--- src/rtl/fpga_puf_burst_issuer.sv ---
// rtl/fpga_puf_burst_issuer.sv - splits a beat transfer into bursts with an outstanding-burst limit
module fpga_puf_burst_issuer #(
  parameter int C_ADDR_WIDTH      = 64,
  parameter int C_XFER_WIDTH      = 32,
  parameter int C_BYTES_PER_BEAT  = 64,
  parameter int C_MAX_BURST       = 16,
  parameter int C_MAX_OUTSTANDING = 16
) (
  input  logic                    clk,
  input  logic                    rst_n,
  input  logic                    ctrl_start,
  input  logic [C_ADDR_WIDTH-1:0] ctrl_addr,
  input  logic [C_XFER_WIDTH-1:0] ctrl_beats,
  output logic                    ctrl_busy,
  output logic                    ctrl_done,
  output logic                    req_valid,
  input  logic                    req_ready,
  output logic [C_ADDR_WIDTH-1:0] req_addr,
  output logic [7:0]              req_len,
  input  logic                    cmpl,
  output logic [7:0]              outstanding,
  output logic                    err_underflow
);

  localparam int                    BEAT_SHIFT  = $clog2(C_BYTES_PER_BEAT);
  localparam logic [C_XFER_WIDTH-1:0] MAX_BURST_X = C_XFER_WIDTH'(C_MAX_BURST);
  localparam logic [C_XFER_WIDTH-1:0] ONE_X       = C_XFER_WIDTH'(1);
  localparam logic [7:0]            MAX_OUT_8   = 8'(C_MAX_OUTSTANDING);

  typedef enum logic [1:0] {ST_IDLE, ST_ISSUE, ST_DRAIN, ST_DONE} state_e;

  state_e                  state_q, state_d;
  logic [C_ADDR_WIDTH-1:0] addr_q, addr_d;
  logic [C_XFER_WIDTH-1:0] remain_q, remain_d;
  logic [7:0]              outst_q, outst_d;
  logic                    err_q, err_d;
  logic                    busy_q, busy_d;
  logic [C_XFER_WIDTH-1:0] burst_len;
  logic                    handshake;
  logic                    start_acc;
  logic                    underflow;

  // Current burst size and the request presented to the fabric
  always_comb begin
    burst_len = (remain_q > MAX_BURST_X) ? MAX_BURST_X : remain_q;
    req_valid = (state_q == ST_ISSUE) && (remain_q != '0) && (outst_q < MAX_OUT_8);
    req_len   = (remain_q == '0) ? 8'd0 : 8'(burst_len - ONE_X);
    req_addr  = addr_q;
    handshake = req_valid && req_ready;
  end

  // Outstanding counter, sticky error and FSM next state
  always_comb begin
    state_d   = state_q;
    addr_d    = addr_q;
    remain_d  = remain_q;
    outst_d   = outst_q;
    busy_d    = busy_q;
    start_acc = 1'b0;
    underflow = 1'b0;

    // A simultaneous issue and completion cancel out
    if (handshake && !cmpl) begin
      outst_d = outst_q + 8'd1;
    end else if (!handshake && cmpl) begin
      if (outst_q == 8'd0) underflow = 1'b1;
      else                 outst_d   = outst_q - 8'd1;
    end

    case (state_q)
      ST_IDLE: begin
        if (ctrl_start) begin
          start_acc = 1'b1;
          addr_d    = ctrl_addr;
          remain_d  = ctrl_beats;
          busy_d    = 1'b1;
          state_d   = ST_ISSUE;
        end
      end
      ST_ISSUE: begin
        // A zero-beat transfer has nothing to issue or drain
        if (remain_q == '0) begin
          state_d = ST_DONE;
        end else if (handshake) begin
          addr_d   = addr_q + (C_ADDR_WIDTH'(burst_len) << BEAT_SHIFT);
          remain_d = remain_q - burst_len;
          if (remain_q == burst_len) state_d = ST_DRAIN;
        end
      end
      ST_DRAIN: begin
        if (outst_d == 8'd0) state_d = ST_DONE;
      end
      ST_DONE: begin
        busy_d  = 1'b0;
        state_d = ST_IDLE;
      end
      default: state_d = ST_IDLE;
    endcase

    err_d = (err_q && !start_acc) || underflow;
  end

  // State and datapath registers
  always_ff @(posedge clk or negedge rst_n) begin
    if (!rst_n) begin
      state_q  <= ST_IDLE;
      addr_q   <= '0;
      remain_q <= '0;
      outst_q  <= 8'd0;
      err_q    <= 1'b0;
      busy_q   <= 1'b0;
    end else begin
      state_q  <= state_d;
      addr_q   <= addr_d;
      remain_q <= remain_d;
      outst_q  <= outst_d;
      err_q    <= err_d;
      busy_q   <= busy_d;
    end
  end

  assign ctrl_done     = (state_q == ST_DONE);
  assign ctrl_busy     = busy_q;
  assign outstanding   = outst_q;
  assign err_underflow = err_q;

endmodule

--- config.mk ---
export PLATFORM = sky130hd
export DESIGN_NAME = fpga_puf_burst_issuer
export DESIGN_NICKNAME = d
export VERILOG_FILES = /design/src/rtl/fpga_puf_burst_issuer.sv
export SDC_FILE = /design/constraint.sdc
export NUM_CORES = 1
export LEC_CHECK = 0
export ABC_CLOCK_PERIOD_IN_PS = 6000
export BUFFER_PORTS_ARGS = -buffer_cell sky130_fd_sc_hd__clkbuf_2
export CAP_MARGIN = 10
export CORE_MARGIN = 5
export CORE_UTILIZATION = 56
export CTS_CLUSTER_SIZE = 14
export DETAILED_ROUTE_END_ITERATION = 12
export GPL_TIMING_DRIVEN = 0
export PLACE_DENSITY = 0.82
export SLEW_MARGIN = 20
export SYNTH_ARGS = -nofsm -noshare
export SYNTH_HDL_FRONTEND = slang
export SYNTH_SLANG_ARGS = --single-unit
--- constraint.sdc ---
create_clock -name clk -period 6 [get_ports clk]
set_clock_uncertainty 0.05 [all_clocks]
set_input_delay 0.6 -clock clk [delete_from_list [all_inputs] [get_ports clk]]
set_output_delay 0.6 -clock clk [all_outputs]
set_load 0.005 [all_outputs]
# Yosys cells after proc, flatten, opt, wreduce, memory -nomap -nowiden
# Index checks and enable logic that the tools add are counted.
[totals] regBits=108 latchBits=0 ramBits=0 mem_bits_ro=0 input_bits=101 out_inout_bits=84 word_cells=69 memories=0
[classes] addsub=5 mul=0 n_div=0 order_cmp=2 n_eq_ne=10 n_shift=0 n_mux=26 bitwise=0 n_reduce_logical=20
[ops] cell="2-to-1 mux 64 bit" count=3
[ops] cell="2-to-1 mux 32 bit" count=4
[ops] cell="one-hot mux 64 bit (2 select lines)" count=1
[ops] cell="adder 64 x 38 -> 64 bit" count=1
[ops] cell="one-hot mux 32 bit (2 select lines)" count=1
[ops] cell="== test 32 bit" count=1
[ops] cell="greater-than comparator 32 x 5 -> 1 bit, second input constant" count=1
[ops] cell="zero test 32 bit" count=1
[ops] cell="2-to-1 mux 8 bit" count=4
[ops] cell="nonzero test 32 bit" count=1
[ops] cell="subtractor 32 bit" count=1
[ops] cell="zero test 8 bit" count=2
[ops] cell="subtractor 8 x 1 -> 8 bit, second input constant" count=2
[ops] cell="2-to-1 mux 2 bit" count=5
[ops] cell="adder 8 x 1 -> 8 bit, second input constant" count=1
[ops] cell="< comparator 8 x 5 -> 1 bit, second input constant" count=1
[ops] cell="inequality test 2 bit, second input constant" count=4
[ops] cell="one-hot mux 2 bit (4 select lines)" count=1
[ops] cell="AND reduction 4 bit" count=2
[ops] cell="logical AND 1 bit" count=6
[ops] cell="2-to-1 mux 1 bit" count=6
[ops] cell="== test 2 bit, second input constant" count=2
[ops] cell="nonzero test 2 bit" count=2
[ops] cell="zero test 1 bit" count=3
[ops] cell="7 further kinds" count=7

# Logic depth before layout (Yosys ltp)
# Gate-level depths: netlist of run 1.
[depth] word_depth=11 depth_mapped=20 ltp_nobuf=17

# Worst setup path before layout of run 1
# Ideal clock, no wire load.
[synth_timing] path_type="flip-flop to flip-flop" startpoint="reg remain_q[24]" endpoint="reg addr_q[50] (netlist: req_addr[50])" setup_time_ns=0.080 arrival_time_ns=4.610 required_time_ns=5.870 setup_slack_ns=1.260 path_stages_with_launch=20 n_path_buf=3 period_less_slack_ns=4.740 cell_sequence="dfrtp_1 -> or4_1 -> buf_2 -> or4_1 -> nor3_1 -> and3_1 -> buf_2 -> nand2_1 -> inv_1 -> ha_1 -> a211oi_1 -> o21bai_1 -> a221oi_1 -> o21ai_1 -> a211o_1 -> and2_1 -> clkbuf_1 -> and3_1 -> a31oi_1 -> a2bb2oi_1"
[synth_between] elab_chain_len=6 word_cells_on_any_way=14
[synth_rtl] item="start, declared" line="34" rtl="logic [C_XFER_WIDTH-1:0] remain_q, remain_d;"
[synth_rtl] item="start signal, assigned" line="115" rtl="remain_q <= remain_d;"
[synth_rtl] item="greater-than comparator 32 x 5 -> 1 bit or nonzero test 32 bit (tied branches)" line="45, 46"
[synth_rtl] item="2-to-1 mux 32 bit or logical AND 1 bit (tied branches)" line="45, 46"
[synth_rtl] item="adder 64 x 38 -> 64 bit or logical AND 1 bit (tied branches)" line="85, 46"
[synth_rtl] item="2-to-1 mux 64 bit or logical AND 1 bit (tied branches)" line="84, 49"
[synth_rtl] item="2-to-1 mux 64 bit or inequality test 2 bit (tied branches)"
[synth_rtl] item="one-hot mux 64 bit (2 select lines) or AND reduction 4 bit (tied branches)"
[synth_rtl] item="end signal, assigned" line="114" rtl="addr_q <= addr_d;"
[synth_rtl] item="end, declared" line="33" rtl="logic [C_ADDR_WIDTH-1:0] addr_q, addr_d;"
# Several ways; a longest one is shown, not always the timed one. The select of a mux whose other input is x is not followed.
# A chain may end at the register's enable or synchronous reset.

# Final worst setup path of run 1
[layout_timing] startpoint="reg remain_q[24]" endpoint="reg addr_q[63] (netlist: req_addr[63])"
# The elaborated chain is that of the path after synthesis.

==> metrics.txt, run 1 <==
status=finished, final reports clean; Post-DP HPWL=20.5 mm; num ports=185; post-synthesis compound-gate area fraction=0.290; Sw Ratio=0.507; DRC=0; Die X-Extent=131 µm; VDD IR max=0.231 mV; data required time of the worst path=6.17 ns; via count=9114; Max Clk Rate=175 MHz; synthesized cell area=8170 µm²; setup violators final=0; Final Wtd Congestion=0.968; Root Driver=clkbuf_16; crit path time final=5.73 ns; Non-Filler Instances=1442; Hold Crit Class=in2async; mean routed wirelength per cell=19.2 µm; TritonRoute pass-1 iters=6; clock sink total=108; total power=5.42 mW; largest net degree at the start of global routing=69; relative slew slack=0.378; total track usage=0.320; Mapped Avg Cell Area=7.93 µm²; pwr dens=555 nW/µm²; Post-Synth XOR/XNOR Area=0.0289; FF-to-FF End=req_addr[63]; post-synthesis sequential area ratio=0.331; synthesis-to-layout area growth=19.6%; total routed wirelength=27.7 mm; Post-Synth Adder-Cell Area=0.0668; Critical Path Source Type=register; Netlist cell types=69; NetSw=2.75 mW; CTS clk-pin slew, worst paths=0.08 ns; static leakage=4.44 nW; critical path data arrival time=5.90 ns; vias in the first global route=8296; Starting Density=0.567; Max-Cap Viols=0; Logic pwr share=0.613; TritonCTS Buffers=9; clock group share of total power=0.112; row count=44; Post-Route Utilization=0.677; final cycle utilization of the critical path=0.955; max-slew violations=0; most frequent cells after synthesis=121 x a21oi_1, 110 x nand2_1, 108 x dfrtp_1, 98 x o21ai_0, 73 x nor2_1; Fillers=1282; clk buf depth=2; worst slew pin tran=0.925 ns; Via density=6.32; Yosys top cell area share=0.331; r2r startpoint=remain_q[24]; global route total overflow=0; number of flops mapped to enable cells by yosys=0; layout net count=1396; core region area=14400 µm²; IO Port Bufs=182; reg2reg setup slack=0.27 ns; internal cell power=2.67 mW; unrepaired setup endpoints after global routing=no; Syn Inst Count=1030; setup TNS=0 ns; Synth area leaders=dfrtp_1 33%, a21oi_1 7.4%, ha_1 6.4%, o21ai_0 6.0%, nand2_1 5.1%; Sequential Power Share=0.275; Clk Latency, worst-skew pair=0.37 ns; H-tree levels=3; simple-gate portion of the synthesized area=0.204; Synth async-reset ratio=1.00; DR iter-0 viols=1084; die span in y=131 µm; WS Path Type=reg2reg; first-pass GRT wire length=43.2 mm; yosys warns=0; Crit Path Max Fanout=10; Cells after DPL=1425; crit end category=register; FF-to-FF path depth=18; FF+latch count, synth=108; area leader, netlist=dfrtp_1; DIE AREA=17100 µm²; final hold vios=0; Primary FF master, synth=dfrtp_1; most frequent cell after synthesis=a21oi_1; CTS tree=done; layout cell share with drive strength beyond 1=0.183; ANT nets after route=0; largest family of logic cells by synthesized area=compound AO/OA/AOI/OAI gates; mux contribution to synthesized area=0.0309; initial antenna violation count=1
how the worst max path moves through the flow:
| stage | start | endpoint | slack (ns) | cells past startpoint |
|---|---|---|---|---|
| 6_report | remain_q[24] | req_addr[63] | 0.27 | 18 |
| 5_1_grt | remain_q[24] | req_addr[63] | 0.01 | 18 |
| 4_1_cts | remain_q[24] | req_addr[49] | 0.12 | 16 |
| 3_5_place_dp | remain_q[24] | req_addr[49] | 0.17 | 16 |
| 3_3_place_gp | remain_q[24] | req_addr[49] | 0.22 | 16 |
| 2_1_floorplan | remain_q[24] | req_addr[50] | 1.26 | 19 |
what timing repair did:
item	CTS	global route
hold endpoints to repair	0	0
hold buffers	0	0
buffers inserted	0	0
resized for setup	0	6
endpoints found under the setup margin	0	14
registers in the layout, indices dropped and copies added, names as in the netlist:
signal         cells
outstanding        8
state_q            2
remain_q          32
req_addr          64
ctrl_busy          1
err_underflow      1
kinds of logic after synthesis:
logic type | after synthesis
other | 2
adders and majority gates | 43
AOI/OAI and AO/OA | 383
DFF | 108
muxes | 25
and+or+nand+nor | 344
xor gates and xnor gates | 27
buffers and inverters | 98
critical path, cell delays in order, from the launching register on:
cell and delay, ns:
dfrtp_1 0.43, or4_1 0.53, buf_2 0.18, or4_1 0.51, nor3_1 0.30, and3_1 0.23, buf_2 0.20, nand2_1 0.11
inv_1 0.14, ha_1 0.25, o21ai_0 0.11, nor2_1 0.24, o311ai_0 0.26, a211oi_1 0.45, o21ai_0 0.26, and2_1 0.28
nor4_1 0.70, mux2i_1 0.26, a21oi_1 0.09
per-layer routing:
layer  routed length (µm)  global-route usage
met1                11600               0.450
met2                12300               0.491
met3                 2700              0.0528
met4                 1080               0.136
met5                    0                   0
layout make-up:
cell class                 instances  area, µm²  area share
clock inverter                     5       41.3     0.00423
tap                              184        230      0.0236
antenna                            1       2.50    0.000256
multi-input combinational        852       5200       0.533
buffer                            67        274      0.0280
clock buffer                      11        253      0.0259
sequential                       108       2700       0.277
timing repair buffer             183        947      0.0969
inverter                          31        116      0.0119
power groups by stage:
stage / registers, mW / logic, mW / clock network, mW
floorplan: 1.41 / 2.21 / 0
global placement: 1.47 / 3.12 / 0
detailed placement: 1.48 / 3.19 / 0
CTS: 1.47 / 3.21 / 0.610
global route: 1.54 / 3.64 / 0.640
finish: 1.49 / 3.32 / 0.607
metrics by stage:
stage               hold WS [ns]  worst slack [ns]  area (µm²)
detailed placement         0.420             0.173        9450
floorplan                  0.254              1.26        8280
global route               0.125           0.00983        9770
finish                     0.105             0.273        9770
CTS                        0.115             0.122        9750
global placement           0.414             0.223        9420
cell usage in the layout, fill, tap and decap left out, drive strengths merged, types with 6 or more instances in the layout:
| cell type | count |
|---|---|
| a211oi | 13 |
| a21o | 23 |
| a21oi | 122 |
| a2bb2oi | 10 |
| a311oi | 6 |
| a31oi | 10 |
| and2 | 7 |
| and3 | 19 |
| buf | 20 |
| clkbuf | 241 |
| conb | 30 |
| dfrtp | 108 |
| ha | 42 |
| inv | 33 |
| mux2i | 23 |
| nand2 | 110 |
| nand3 | 37 |
| nand4 | 22 |
| nor2 | 73 |
| nor3 | 23 |
| nor4 | 14 |
| o211ai | 7 |
| o21a | 12 |
| o21ai | 101 |
| o21bai | 6 |
| o22ai | 22 |
| o31ai | 8 |
| or3 | 8 |
| or4 | 9 |
| xnor2 | 21 |
| xor2 | 6 |
Note: power is estimated with default switching activity, not from simulation.
==> run 2: changes to the inputs <==
RECOVER_POWER = 25   (was default)
==> metrics.txt, run 2 (synthesized netlist as in run 1, its figures left out) <==
status=finished with violations; failing checks=capacitance limit, slew limit; most frequent cells in the layout=182 x clkbuf_2, 120 x a21oi_1, 110 x nand2_1, 108 x dfrtp_1, 98 x o21ai_0; largest net degree at the start of global routing=69; layout net count=1396; vias in the first global route=8296; setup TNS=0 ns; crit path time final=5.78 ns; layout cell share with drive strength beyond 1=0.181; Critical Path, Cell by Cell=or4_1 > buf_2 > or4_1 > nor3_1 > and3_1 > buf_2 > nand2_1 > inv_1 > ha_1 > o21ai_0 > nor2_1 > o311ai_0 > a211oi_1 > o21ai_0 > and2_1 > nor4_1 > mux2i_1 > a21oi_1; CP top delay family=simple AND/OR/NAND/NOR gates; Critical Path Source Type=register; DIE AREA=17100 µm²; clock sink total=108; initial antenna violation count=1; FF-to-FF End=req_addr[63]; global route total overflow=0; static leakage=4.43 nW; via count=9072; pwr dens=556 nW/µm²; setup violators final=0; core region area=14400 µm²; worst path bufs/invs=3; Crit-path slowest cell=nor4_1; Starting Density=0.567; DRC=0; Min-Delay Startpoint=ctrl_beats[31]; mean routed wirelength per cell=19.2 µm; ANT nets after route=0; Crit path largest cell delay=0.68 ns; first-pass GRT wire length=43.2 mm; Via density=6.29; WS Path Type=reg2reg; Post-Layout Inst Area=9750 µm²; Max Clk Rate=173 MHz; Hold Crit Class=in2reg; Die X-Extent=131 µm; IO Port Bufs=182; Max-Cap Viols=2; Clk Latency, worst-skew pair=0.37 ns; die span in y=131 µm; Min-Delay Endpoint=remain_q[31]; critical path data arrival time=5.95 ns; unrepaired setup endpoints after global routing=no; CTS tree=done; total routed wirelength=27.7 mm; CTS clk-pin slew, worst paths=0.08 ns; reg2reg setup slack=0.22 ns; Fillers=1285; data required time of the worst path=6.17 ns; hold buffers post-CTS=0; crit end category=register; dpl cell area=9450 µm²; DR iter-0 viols=1027; r2r startpoint=remain_q[24]; max FFs per register=64; synthesis-to-layout area growth=19.3%; VDD IR max=0.231 mV; Root Driver=clkbuf_16; relative slew slack=-1.04; WHS=0.399 ns; commonest non-fill, non-tap cell in the layout=clkbuf_2; row count=44; Final Wtd Congestion=0.968; final hold vios=0; worst slew pin tran=3.06 ns; TritonRoute pass-1 iters=6; CTS resizes=0; total track usage=0.320; num ports=185; H-tree levels=3; # Post-CTS Setup Buffers=0; Post-DP HPWL=20.5 mm; hold depth=3; max-slew violations=111; Crit Path Max Fanout=10; clk buf depth=2; TritonCTS Buffers=9; FF-to-FF path depth=18; final cycle utilization of the critical path=0.963
[run 2: cell types whose count changed in the layout (fill, tap and decap cells not counted)]
cell	change
buf_16	-1
dlymetal6s2s_1	+1
clkbuf_8	-1
clkbuf_1	+1
[run 2: how the worst max path moves through the flow]
stage,slack [ns],start,cells past startpoint,endpoint
after floorplan,1.26,remain_q[24],19,req_addr[50]
after global placement,0.22,remain_q[24],16,req_addr[49]
after detailed placement,0.17,remain_q[24],16,req_addr[49]
after CTS,0.12,remain_q[24],16,req_addr[49]
after global routing,0.01,remain_q[24],18,req_addr[63]
final,0.22,remain_q[24],18,req_addr[63]
[run 2: tightest hold or removal path, delay by kind of cell]
kind / cells / cell delay, ns
buffers and inverters: 1 / 0.09
AND/OR/NAND/NOR: 2 / 0.08
[run 2: where the power goes]
part           internal, mW  total, mW  switching [mW]
clock                 0.310      0.609           0.300
sequential             1.09       1.49           0.404
combinational          1.27       3.32            2.05
total                  2.67       5.42            2.75
[run 2: area by class of cell]
| cell class | count | area, µm² | area share |
|---|---|---|---|
| Antenna cell | 1 | 2.50 | 0.000257 |
| Multi-Input combinational cell | 852 | 5200 | 0.534 |
| Clock inverter | 5 | 41.3 | 0.00424 |
| Sequential cell | 108 | 2700 | 0.277 |
| Tap cell | 184 | 230 | 0.0236 |
| Timing Repair Buffer | 183 | 922 | 0.0946 |
| Buffer | 67 | 274 | 0.0281 |
| Inverter | 31 | 116 | 0.0119 |
| Clock buffer | 11 | 253 | 0.0259 |
[run 2: per-stage QoR]
step / utilization / setup slack, ns / instances / power, mW
floorplan: - / 1.26 / 1058 / 3.62
global placement: 0.653 / 0.223 / 1424 / 4.59
detailed placement: 0.655 / 0.173 / 1425 / 4.68
CTS: 0.676 / 0.122 / 1441 / 5.29
global route: 0.676 / 0.00983 / 1442 / 5.82
finish: 0.676 / 0.221 / 1442 / 5.42
[run 2: per-layer routing]
| layer | share of wire | track usage |
|---|---|---|
| met2 | 0.45 | 0.491 |
| met3 | 0.093 | 0.0528 |
| met1 | 0.42 | 0.450 |
| met5 | 0 | 0 |
| met4 | 0.038 | 0.136 |
